`src/rtl/stage_cntrl_pkg.sv`:
```
// Shared encodings for the stage sequencer: state codes, opcodes, decode helper.
// Latency: n/a (constants and a pure function only).
// Backpressure: n/a.
package stage_cntrl_pkg;

  // Sequencer state encodings, visible on the stage output.
  localparam logic [2:0] STG_IDLE       = 3'd0;
  localparam logic [2:0] STG_FETCH      = 3'd1;
  localparam logic [2:0] STG_DECODE     = 3'd2;
  localparam logic [2:0] STG_EXECUTE    = 3'd3;
  localparam logic [2:0] STG_WRITE_BACK = 3'd4;
  localparam logic [2:0] STG_HALT       = 3'd5;

  // Opcode field values (inst[31:27]).
  localparam logic [4:0] OP_MOV  = 5'h01;
  localparam logic [4:0] OP_CMP  = 5'h02;
  localparam logic [4:0] OP_BR   = 5'h03;
  localparam logic [4:0] OP_HALT = 5'h1F;

  // How the sequencer treats an opcode; anything unknown is an ordinary ALU op.
  typedef enum logic [1:0] {
    OPC_ALU    = 2'd0,
    OPC_BRANCH = 2'd1,
    OPC_HALT   = 2'd2
  } op_class_e;

  // Write-back strobe bundle.
  typedef struct packed {
    logic pc_enable;
    logic reg_write_en;
    logic take_branch;
  } wb_strobe_t;

  function automatic op_class_e classify(input logic [4:0] op);
    op_class_e c;
    case (op)
      OP_HALT:        c = OPC_HALT;
      OP_BR:          c = OPC_BRANCH;
      OP_MOV, OP_CMP: c = OPC_ALU;
      default:        c = OPC_ALU;
    endcase
    return c;
  endfunction

endpackage

```
`src/rtl/stage_cntrl_if.sv`:
```
// Bundle of the sequencer's datapath-facing signals (fetch handshake, execute busy, strobes, status).
// Latency: n/a (wires only).
// Backpressure: imem_ack and alu_busy stall the sequencer; master = sequencer, slave = datapath.
interface stage_cntrl_if #(
  parameter int CNT_W = 32
);
  logic             run;
  logic             imem_req;
  logic             imem_ack;
  logic             inst_latch_en;
  logic [4:0]       opcode;
  logic             alu_busy;
  logic             pc_enable;
  logic             reg_write_en;
  logic             take_branch;
  logic [2:0]       stage;
  logic             halted;
  logic             fault;
  logic [CNT_W-1:0] retired_count;
  logic [CNT_W-1:0] stall_count;

  modport master (
    input  run, imem_ack, opcode, alu_busy,
    output imem_req, inst_latch_en, pc_enable, reg_write_en, take_branch,
           stage, halted, fault, retired_count, stall_count
  );

  modport slave (
    output run, imem_ack, opcode, alu_busy,
    input  imem_req, inst_latch_en, pc_enable, reg_write_en, take_branch,
           stage, halted, fault, retired_count, stall_count
  );
endinterface

```
`src/rtl/stage_cntrl_perf_cnt.sv`:
```
// Free-running event counter with enable, wrapping modulo 2^W.
// Latency: count reflects an enabled cycle one clock later.
// Backpressure: none; counts every enabled cycle.
module stage_cntrl_perf_cnt #(
  parameter int W = 32
) (
  input  logic         clk,
  input  logic         reset,
  input  logic         en,
  output logic [W-1:0] count
);

  // Count enabled cycles; overflow simply wraps to zero.
  always_ff @(posedge clk or negedge reset) begin
    if (!reset) begin
      count <= '0;
    end else if (en) begin
      count <= count + 1'b1;
    end
  end

endmodule

```
`src/rtl/stage_cntrl.sv`:
```
// Multi-cycle CPU stage sequencer: IDLE/FETCH/DECODE/EXECUTE/WRITE_BACK/HALT with fetch timeout.
// Latency: 4 cycles minimum per instruction, back-to-back with no bubble while run=1.
// Backpressure: holds FETCH until imem_ack, EXECUTE while alu_busy; optional perf counters under STAGE_CNTRL_PERF_EN.
module stage_cntrl
  import stage_cntrl_pkg::*;
#(
  parameter int FETCH_TIMEOUT = 16,
  parameter int CNT_W         = 32
) (
  input  logic          clk,
  input  logic          reset,
  stage_cntrl_if.master bus
);

  // Wait counter only needs to hold 0 .. FETCH_TIMEOUT-1; the last value triggers the timeout.
  localparam bit         TIMEOUT_EN  = (FETCH_TIMEOUT != 0);
  localparam int         WAIT_W      = (FETCH_TIMEOUT > 1) ? $clog2(FETCH_TIMEOUT) : 1;
  localparam int         WAIT_LAST_I = TIMEOUT_EN ? (FETCH_TIMEOUT - 1) : 0;
  localparam logic [WAIT_W-1:0] WAIT_LAST = WAIT_LAST_I[WAIT_W-1:0];

  logic [2:0]        state_q, state_d;
  logic [WAIT_W-1:0] wait_q, wait_d;
  logic              fault_q, fault_d;
  logic              is_br_q, is_br_d;

  op_class_e         cls;
  logic              fetch_wait;
  logic              timeout_hit;
  wb_strobe_t        wb;

  assign cls         = classify(bus.opcode);
  assign fetch_wait  = (state_q == STG_FETCH) && !bus.imem_ack;
  assign timeout_hit = TIMEOUT_EN && fetch_wait && (wait_q == WAIT_LAST);

  // Next-state and bookkeeping; ack is checked before the timeout so it wins a tie.
  always_comb begin
    state_d = state_q;
    wait_d  = wait_q;
    fault_d = fault_q;
    is_br_d = is_br_q;
    case (state_q)
      STG_IDLE: begin
        if (bus.run) begin
          state_d = STG_FETCH;
          wait_d  = '0;
        end
      end
      STG_FETCH: begin
        if (bus.imem_ack) begin
          state_d = STG_DECODE;
        end else if (timeout_hit) begin
          state_d = STG_HALT;
          fault_d = 1'b1;
        end else if (TIMEOUT_EN) begin
          wait_d = wait_q + 1'b1;
        end
      end
      STG_DECODE: begin
        // The instruction register is stable until the next fetch, so the branch
        // decision is captured here and write-back strobes come purely from flops.
        is_br_d = (cls == OPC_BRANCH);
        state_d = (cls == OPC_HALT) ? STG_HALT : STG_EXECUTE;
      end
      STG_EXECUTE: begin
        if (!bus.alu_busy) begin
          state_d = STG_WRITE_BACK;
        end
      end
      STG_WRITE_BACK: begin
        // Run is only honoured at an instruction boundary; dropping it mid-instruction
        // lets the current one finish and parks here into IDLE.
        if (bus.run) begin
          state_d = STG_FETCH;
          wait_d  = '0;
        end else begin
          state_d = STG_IDLE;
        end
      end
      STG_HALT: begin
        state_d = STG_HALT;
      end
      default: begin
        state_d = STG_IDLE;
      end
    endcase
  end

  // State registers; reset drops everything (and thus every Moore strobe) at once.
  always_ff @(posedge clk or negedge reset) begin
    if (!reset) begin
      state_q <= STG_IDLE;
      wait_q  <= '0;
      fault_q <= 1'b0;
      is_br_q <= 1'b0;
    end else begin
      state_q <= state_d;
      wait_q  <= wait_d;
      fault_q <= fault_d;
      is_br_q <= is_br_d;
    end
  end

  assign wb = '{
    pc_enable:    (state_q == STG_WRITE_BACK),
    reg_write_en: (state_q == STG_WRITE_BACK) && !is_br_q,
    take_branch:  (state_q == STG_WRITE_BACK) &&  is_br_q
  };

  assign bus.imem_req      = (state_q == STG_FETCH);
  assign bus.inst_latch_en = (state_q == STG_FETCH) && bus.imem_ack;
  assign bus.pc_enable     = wb.pc_enable;
  assign bus.reg_write_en  = wb.reg_write_en;
  assign bus.take_branch   = wb.take_branch;
  assign bus.stage         = state_q;
  assign bus.halted        = (state_q == STG_HALT);
  assign bus.fault         = fault_q;

`ifdef STAGE_CNTRL_PERF_EN
  logic retire_ev;
  logic stall_ev;

  assign retire_ev = (state_q == STG_WRITE_BACK);
  assign stall_ev  = fetch_wait || ((state_q == STG_EXECUTE) && bus.alu_busy);

  stage_cntrl_perf_cnt #(.W(CNT_W)) u_retired_cnt (
    .clk   (clk),
    .reset (reset),
    .en    (retire_ev),
    .count (bus.retired_count)
  );

  stage_cntrl_perf_cnt #(.W(CNT_W)) u_stall_cnt (
    .clk   (clk),
    .reset (reset),
    .en    (stall_ev),
    .count (bus.stall_count)
  );
`else
  assign bus.retired_count = '0;
  assign bus.stall_count   = '0;
`endif

endmodule

```
`src/flat_wrapper.sv`:
```
// flat-port wrapper written by rule: the top's interface ports become plain ports
module stage_cntrl_flat import stage_cntrl_pkg::*;
#(
  parameter int FETCH_TIMEOUT = 16,
  parameter int CNT_W         = 32
)
  (clk, reset, bus_run, bus_imem_ack, bus_opcode, bus_alu_busy, bus_imem_req, bus_inst_latch_en, bus_pc_enable, bus_reg_write_en, bus_take_branch, bus_stage, bus_halted, bus_fault, bus_retired_count, bus_stall_count);
  stage_cntrl_if #(.CNT_W(CNT_W)) bus_i ();
  input  logic clk;
  input  logic reset;
  input wire logic [$bits(bus_i.run)-1:0] bus_run;
  input wire logic [$bits(bus_i.imem_ack)-1:0] bus_imem_ack;
  input wire logic [$bits(bus_i.opcode)-1:0] bus_opcode;
  input wire logic [$bits(bus_i.alu_busy)-1:0] bus_alu_busy;
  output wire logic [$bits(bus_i.imem_req)-1:0] bus_imem_req;
  output wire logic [$bits(bus_i.inst_latch_en)-1:0] bus_inst_latch_en;
  output wire logic [$bits(bus_i.pc_enable)-1:0] bus_pc_enable;
  output wire logic [$bits(bus_i.reg_write_en)-1:0] bus_reg_write_en;
  output wire logic [$bits(bus_i.take_branch)-1:0] bus_take_branch;
  output wire logic [$bits(bus_i.stage)-1:0] bus_stage;
  output wire logic [$bits(bus_i.halted)-1:0] bus_halted;
  output wire logic [$bits(bus_i.fault)-1:0] bus_fault;
  output wire logic [$bits(bus_i.retired_count)-1:0] bus_retired_count;
  output wire logic [$bits(bus_i.stall_count)-1:0] bus_stall_count;
  assign bus_i.run = bus_run;
  assign bus_i.imem_ack = bus_imem_ack;
  assign bus_i.opcode = bus_opcode;
  assign bus_i.alu_busy = bus_alu_busy;
  assign bus_imem_req = bus_i.imem_req;
  assign bus_inst_latch_en = bus_i.inst_latch_en;
  assign bus_pc_enable = bus_i.pc_enable;
  assign bus_reg_write_en = bus_i.reg_write_en;
  assign bus_take_branch = bus_i.take_branch;
  assign bus_stage = bus_i.stage;
  assign bus_halted = bus_i.halted;
  assign bus_fault = bus_i.fault;
  assign bus_retired_count = bus_i.retired_count;
  assign bus_stall_count = bus_i.stall_count;
  stage_cntrl #(.FETCH_TIMEOUT(FETCH_TIMEOUT), .CNT_W(CNT_W)) u_core (.clk(clk), .reset(reset), .bus(bus_i));
endmodule
```
`config.mk`:
```
export PLATFORM = sky130hd
export DESIGN_NAME = stage_cntrl_flat
export DESIGN_NICKNAME = d
export VERILOG_FILES = /design/src/rtl/stage_cntrl_pkg.sv /design/src/rtl/stage_cntrl_if.sv /design/src/rtl/stage_cntrl_perf_cnt.sv /design/src/rtl/stage_cntrl.sv /design/src/flat_wrapper.sv
export SDC_FILE = /design/constraint.sdc
export NUM_CORES = 1
export LEC_CHECK = 0
export ABC_CLOCK_PERIOD_IN_PS = 1500
export CORE_MARGIN = 1.5
export CORE_UTILIZATION = 33
export DETAILED_ROUTE_END_ITERATION = 10
export PLACE_DENSITY = 0.81
export SLEW_MARGIN = 20
export SYNTH_ARGS = -nofsm -noshare
export SYNTH_HDL_FRONTEND = slang
export SYNTH_SLANG_ARGS = --single-unit
```
`constraint.sdc`:
```
create_clock -name clk -period 1.5 [get_ports clk]
set_input_delay 0.225 -clock clk [delete_from_list [all_inputs] [get_ports clk]]
set_output_delay 0.225 -clock clk [all_outputs]
set_load 0.01 [all_outputs]
```
==> results of run 1 <==
-- final cells by class --
cell class	instances	area share [%]
clock buffers	4	2.20
inverters	1	0.314
multi-input cells	109	49.0
flip-flops and latches	9	19.0
well taps	44	4.61
repair buffers	35	24.9
-- kinds of logic (layout without fill, tap and decap cells) --
logic type,count (synthesis),count (layout)
flops,9,9
simple gates,27,27
buf+inv,68,40
compound gates,14,14
other cells,1,64
mux,3,3
fa+ha+maj,1,1
-- where the power goes --
part           total, uW  internal [uW]  switching, uW
clock                186            102           83.7
combinational       1020            536            484
sequential           417            325           91.5
-- state kept, by name, summed over array words and instances, names as in the netlist --
register          cells
u_core.bus.stage      3
u_core.is_br_q        1
u_core.wait_q         4
u_core.bus.fault      1
-- synthesized netlist by cell type (2+ instances only) --
master   instances  share of area (%)
nor2_1           2               0.71
o31ai_1          2                1.4
dfrtp_1          9                 21
o21ai_0          2               0.95
and4b_1          3                2.9
and3_1           4                2.4
nor3_1           2               0.95
nand2_1          6                2.1
mux2i_1          2                1.9
nor2b_1          2                1.2
a21oi_1          3                1.4
nand3_1          3                1.4
buf_4           65                 46
and2_1           2                1.2
-- critical path: cells and delay by family (launching register included) --
family / cells / cell delay (ps)
buffers and inverters: 1 / 260
AND/OR/NAND/NOR: 2 / 290
flip-flops: 1 / 440
-- layer usage --
metal	GRT usage, %	up-vias	part of all wire, %
li1	-	353	-
met1	10.8	354	39
met2	15.5	44	51
met3	2.84	0	9.4
met4	3.81	0	0
met5	0	-	0
-- repair_timing --
action,CTS,global route
setup endpoints to repair,14,9
resized for setup,17,17
hold buffers,0,0
buffers inserted,4,2
pin swaps,2,6
-- cell usage in the layout, fill, tap and decap left out, types with 2 or more instances in the layout --
master,count
a21oi_1,3
and3_1,4
and4b_1,3
buf_2,2
buf_4,13
buf_6,4
clkbuf_2,2
clkbuf_4,3
clkdlybuf4s50_1,10
conb_1,64
dfrtp_1,8
dlygate4sd2_1,4
mux2i_1,2
nand2_1,6
nand3_1,3
o21ai_0,2
o31ai_1,2
-- path summary, 6_finish.rpt --
kind	to	slack [ps]
min in group clk	u_core.bus.fault	470
hold / removal	u_core.wait_q[2]	270
setup reg to reg	u_core.wait_q[2]	60
hold reg to reg	u_core.bus.fault	470
max in group asynchronous	u_core.bus.stage[1]	900
setup / recovery	bus_pc_enable	20
-- through the flow --
step                worst slack, ps  hold slack, ps  instances
finish                         22.7             275        202
global route                  -14.8             307        202
CTS                           -92.0             288        201
detailed placement             -160             456        193
global placement               -134             468        193
floorplan                      76.4           -70.6        186
==> key figures, run 1 <==
Outcome
  • Run status: finished, final reports clean

Logic synthesis
  • Synth Instances: around 120
  • Post-Synth Simple-Gate Area: between 15 and 20%
  • Post-Syn Area: approximately 0.0011 mm^2
  • Average size of a mapped cell: 8.57 um^2
  • EDFF count, synth: 0
  • Post-Synth XOR/XNOR Area: 0%
  • Synth Area in Adders: roughly 1.2%
  • Post-synthesis compound-gate area fraction: a little under a tenth
  • Post-synthesis async set-or-reset flop share: 100%
  • Largest family of logic cells by synthesized area: buffers and inverters
  • Multiplexer share of the synthesized area: 2.97%
  • Post-synth top flop: dfrtp_1
  • Register area share after synthesis: 21.4%
  • Yosys cell types: 30
  • Synth Warn #: 0
  • Post-synthesis register bit count: 9

Clocking
  • Worst skew pair latency: approximately 260 ps
  • CTS tree: done
  • Num CTS Buffers: 3
  • Clock sinks: 9
  • CTS max path bufs: 2
  • CTS root buf: clkbuf_4
  • Clock-pin slew of the registers on the worst-case setup and hold paths: approximately 60 ps
  • H-tree levels: 1

Global route
  • GRT Total Usage: 9.21%
  • Grt ovf: 0
  • Global-route wire length before repair: between 2 and 2.5 mm
  • Vias in the first global route: roughly 600
  • Largest net degree at the start of global routing: 11
  • Initial antenna violation count: 0

Setup path
  • Critical Path Fanout Max: 4
  • Crit path launch type: flop
  • Worst path cell trace: nor2_4 -> and2_4 -> dlygate4sd2_1
  • CP max-delay cell: dfrtp_2
  • Crit path DAT: 1250 ps
  • Element type at the critical path end: output port
  • Critical Path Start: u_core.bus.stage[1]
  • Max stage delay on crit path: 440 ps
  • Worst R2R Path Depth: 6
  • Data required, critical path: ~1300 ps
  • Setup CP Type: reg -> out
  • Crit Reg-Reg Startpoint: u_core.bus.stage[2]

Layout
  • Area of the multi-input gates: 586 um^2
  • Post-Route Utilization: around two fifths
  • Post-route cell area: 0.00119 mm^2
  • Antenna Cells: 0
  • Layout cells sized above 1: ~22%
  • Fin nets: between 150 and 200
  • Sequential cell area: about 230 um^2
  • Layout area overhead: 13.4%
  • Filler cell count in the final layout: roughly 350

Floorplanning
  • Boundary Pins: between 80 and 90
  • Die Area: between 0.003 and 0.004 mm^2
  • Std cell rows: 20
  • Die Width: between 50 and 60 um
  • Initial Util: around a third
  • Chip height: 59.5 um
  • Core area: between 0.003 and 0.004 mm^2

STA
  • Final hold vios: 0
  • Slew Limit Fails: 0
  • Crit path time final: between 1000 and 1500 ps
  • Fmax: about 680 MHz
  • RSZ-0062 raised after global routing: yes
  • Clk_skew: 6.13 ps
  • Setup TNS: 0 ps
  • Final setup viols: 0
  • Period Utilization, post-route: between 90% and 100%

Route
  • DR WL/cell: ~8.8 um
  • Drt drc: 0
  • Final WL: 1.78 mm
  • Antenna Nets Post-Route: 0
  • DR vias/cell: approximately 3.7
  • 1st-pass router iterations: 3
  • Starting DRC count in detailed routing: 8
  • Via count: 751

Placed design
  • DP Area: ~0.0011 mm^2
  • DP HPWL: 1.38 mm
  • Port bufs: 19
  • Routability congestion estimate: between 0.7 and 0.8

Run
  • Max-cap violation count: 0

Pwr
  • PwrDens: approximately 1400 mW/mm^2
  • VDD IR-drop max: roughly 0.57 mV
  • Total power: 1620 uW
  • Leakage: between 0.0006 and 0.0007 uW

Hold path
  • Class of the worst hold path: in -> async
(Power assumes the default switching activity.)
==> inputs of run 2 (changes only) <==
--- a/config.mk
+++ b/config.mk
@@ -6,6 +6,7 @@
 export NUM_CORES = 1
 export LEC_CHECK = 0
 export ABC_CLOCK_PERIOD_IN_PS = 1500
+export CAP_MARGIN = 0
 export CORE_MARGIN = 1.5
 export CORE_UTILIZATION = 33
 export DETAILED_ROUTE_END_ITERATION = 10
==> results of run 2 <==
Final layout, timing and power as in run 1 (identical DEF).
==> inputs of run 3 (changes only) <==
--- a/config.mk
+++ b/config.mk
@@ -5,12 +5,15 @@
 export SDC_FILE = /design/constraint.sdc
 export NUM_CORES = 1
 export LEC_CHECK = 0
-export ABC_CLOCK_PERIOD_IN_PS = 1500
+export ABC_CLOCK_PERIOD_IN_PS = 1870
 export CAP_MARGIN = 0
+export CELL_PAD_IN_SITES_DETAIL_PLACEMENT = 0
+export CELL_PAD_IN_SITES_GLOBAL_PLACEMENT = 2
+export CORE_ASPECT_RATIO = 1.4
 export CORE_MARGIN = 1.5
-export CORE_UTILIZATION = 33
+export CORE_UTILIZATION = 18
 export DETAILED_ROUTE_END_ITERATION = 10
-export PLACE_DENSITY = 0.81
+export PLACE_DENSITY_LB_ADDON = 0.1
 export SLEW_MARGIN = 20
 export SYNTH_ARGS = -nofsm -noshare
 export SYNTH_HDL_FRONTEND = slang
==> constraint.sdc (replaced) <==
create_clock -name clk -period 1.87 [get_ports clk]
set_input_delay 0.2805 -clock clk [delete_from_list [all_inputs] [get_ports clk]]
set_output_delay 0.2805 -clock clk [all_outputs]
set_load 0.01 [all_outputs]
==> run 3 against run 2 <==
- register-to-register slack improved by 240 ps
- core utilization shrank 18 points
- combinational power is 36% lower
- count of clock-buffer cells in the layout did not move
==> key figures, run 3 (synthesis gave the netlist of run 1 again) <==
Outcome
  • Run status: finished, final reports clean

Floorplanning
  • Die Area: 0.00633 mm^2 (+79%)
  • Initial Util: 18.9% (-16 points)
  • Std cell rows: 32 (+60%)
  • Boundary Pins: 84 (unchanged)
  • Chip height: 93.5 um (+57%)
  • Die Width: 67.7 um (+14%)
  • Core area: 0.00557 mm^2 (+82%)

STA
  • Final setup viols: 0 (unchanged)
  • Hold Slack: 360 ps (+84.9 ps)
  • Slew Limit Fails: 0 (unchanged)
  • Setup TNS: 0 ps (unchanged)
  • Fmax: a little under 600 MHz
  • Final worst setup slack: 139 ps (+116 ps)
  • Crit path time final: approximately 1700 ps
  • Clk_skew: 0.142 ps (-5.99 ps)
  • Period Utilization, post-route: ~93%
  • Final hold vios: 0 (unchanged)
  • RSZ-0062 raised after global routing: no

Route
  • DR WL/cell: 9.71 um (+10%)
  • Drt drc: 0 (unchanged)
  • DR vias/cell: 3.27 (-12%)
  • Via count: 702 (-6.5%)
  • Final WL: 2.09 mm (+17%)
  • Starting DRC count in detailed routing: 27 (+19)
  • Antenna Nets Post-Route: 0 (unchanged)
  • 1st-pass router iterations: 4 (+1)

Setup path
  • Reg2Reg Setup Slack: 300 ps (+240 ps)
  • Setup CP Type: reg -> out
  • Crit path launch type: flop
  • Crit path DAT: 1450 ps (+200 ps)
  • Critical Path Start: u_core.bus.stage[2]
  • Element type at the critical path end: output port
  • Data required, critical path: 1590 ps (+320 ps)
  • Crit Reg-Reg Startpoint: u_core.bus.stage[2]
  • Critical Path Fanout Max: 7 (+3)

Global route
  • GRT Total Usage: 6.75% (-2.5 points)
  • Grt ovf: 0 (unchanged)
  • Global-route wire length before repair: 3.18 mm (+31%)
  • Vias in the first global route: 645 (+8.2%)
  • Largest net degree at the start of global routing: 12 (+1)
  • Initial antenna violation count: 0 (unchanged)

Layout
  • Layout cells sized above 1: 10.2% (-12 points)
  • Layout area overhead: 9.86%
  • Most frequent cells in the layout: 64 x conb_1, 14 x clkdlybuf4s50_1, 8 x dfrtp_1
  • Antenna Cells: 0 (unchanged)
  • Largest Register: u_core.wait_q
  • Fin nets: 159 (-6.5%)
  • Number of flip-flops under the largest register name: 4 (unchanged)
  • Commonest non-fill, non-tap cell in the layout: conb_1
  • Filler cell count in the final layout: 640 (+81%)
  • Post-route cell area: 0.00116 mm^2 (-3.1%)

Placed design
  • Port bufs: 19 (unchanged)
  • Dpl ws: 83.2 ps (+244 ps)
  • DP HPWL: 1.79 mm (+30%)
  • Routability congestion estimate: 0.707 (+0.83%)
  • DP Area: 0.00109 mm^2 (-2.0%)

Clocking
  • H-tree levels: 1 (unchanged)
  • CTS max path bufs: 2 (unchanged)
  • Clock-pin slew of the registers on the worst-case setup and hold paths: 50 ps (about the same)
  • Worst skew pair latency: 230 ps (-30 ps)
  • Clock sinks: 9 (unchanged)
  • Num CTS Buffers: 3 (unchanged)
  • CTS root buf: clkbuf_8
  • CTS tree: done

Hold path
  • Class of the worst hold path: in -> async

Run
  • Max-cap violation count: 0 (unchanged)

Pwr
  • VDD IR-drop max: 0.366 mV (-36%)
  • Total power: 1210 uW (-25%)
  • PwrDens: 1050 mW/mm^2 (-23%)
  • Leakage: 0.000661 uW (-1.9%)
[run 3: changes by cell type in the layout (fill, tap and decap cells not counted), sizes merged]
cell           change
buf               -14
clkbuf             -2
clkdlybuf4s50      +4
dlygate4sd2        -2
dlymetal6s2s       +3
[run 3: per-stage QoR]
stage	util [%]	std cells
after floorplan	-	186
after global placement	19.6	210
after detailed placement	19.6	210
after CTS	20.7	215
after global routing	20.8	215
final	20.8	215
[run 3: worst max-delay path, cell delays in order (launching register included)]
cell             delay [ps]
dfrtp_2                 440
nor3_2                  210
clkdlybuf4s50_1         570
[run 3: worst paths after layout]
| path | to | cells after the start |
|---|---|---|
| setup / recovery | bus_imem_req | 2 |
| max in group asynchronous | u_core.bus.stage[2] | 1 |
| min in group clk | u_core.bus.fault | 1 |
| hold reg to reg | u_core.bus.fault | 1 |
| setup reg to reg | u_core.wait_q[1] | 4 |
| hold / removal | u_core.wait_q[0] | 1 |
[run 3: per-layer routing]
layer | vias to the layer above | track usage, % | wire length [um]
met5 | - | 0 | 0
met3 | 2 | 2.77 | 198
li1 | 329 | - | -
met1 | 330 | 7.52 | 723
met2 | 41 | 11.4 | 1150
met4 | 0 | 2.04 | 14
[run 3: area by class of cell]
| class | count | area (um^2) | share of cell area [%] |
|---|---|---|---|
| Tap cell | 68 | 85.1 | 7.35 |
| Clock buffer | 4 | 45.0 | 3.89 |
| Multi-Input combinational cell | 109 | 564 | 48.8 |
| Sequential cell | 9 | 226 | 19.6 |
| Timing Repair Buffer | 24 | 233 | 20.1 |
| Inverter | 1 | 3.75 | 0.324 |
[run 3: timing repair]
item	CTS	global route
buffers inserted	1	0
gates resized for setup	5	3
hold buffers	0	0
setup endpoints to repair	4	3
[run 3: power by group]
| group | switching, uW | total [uW] | internal, uW |
|---|---|---|---|
| logic | 333 | 649 | 316 |
| registers | 71.8 | 333 | 261 |
| clock network | 82.3 | 231 | 149 |
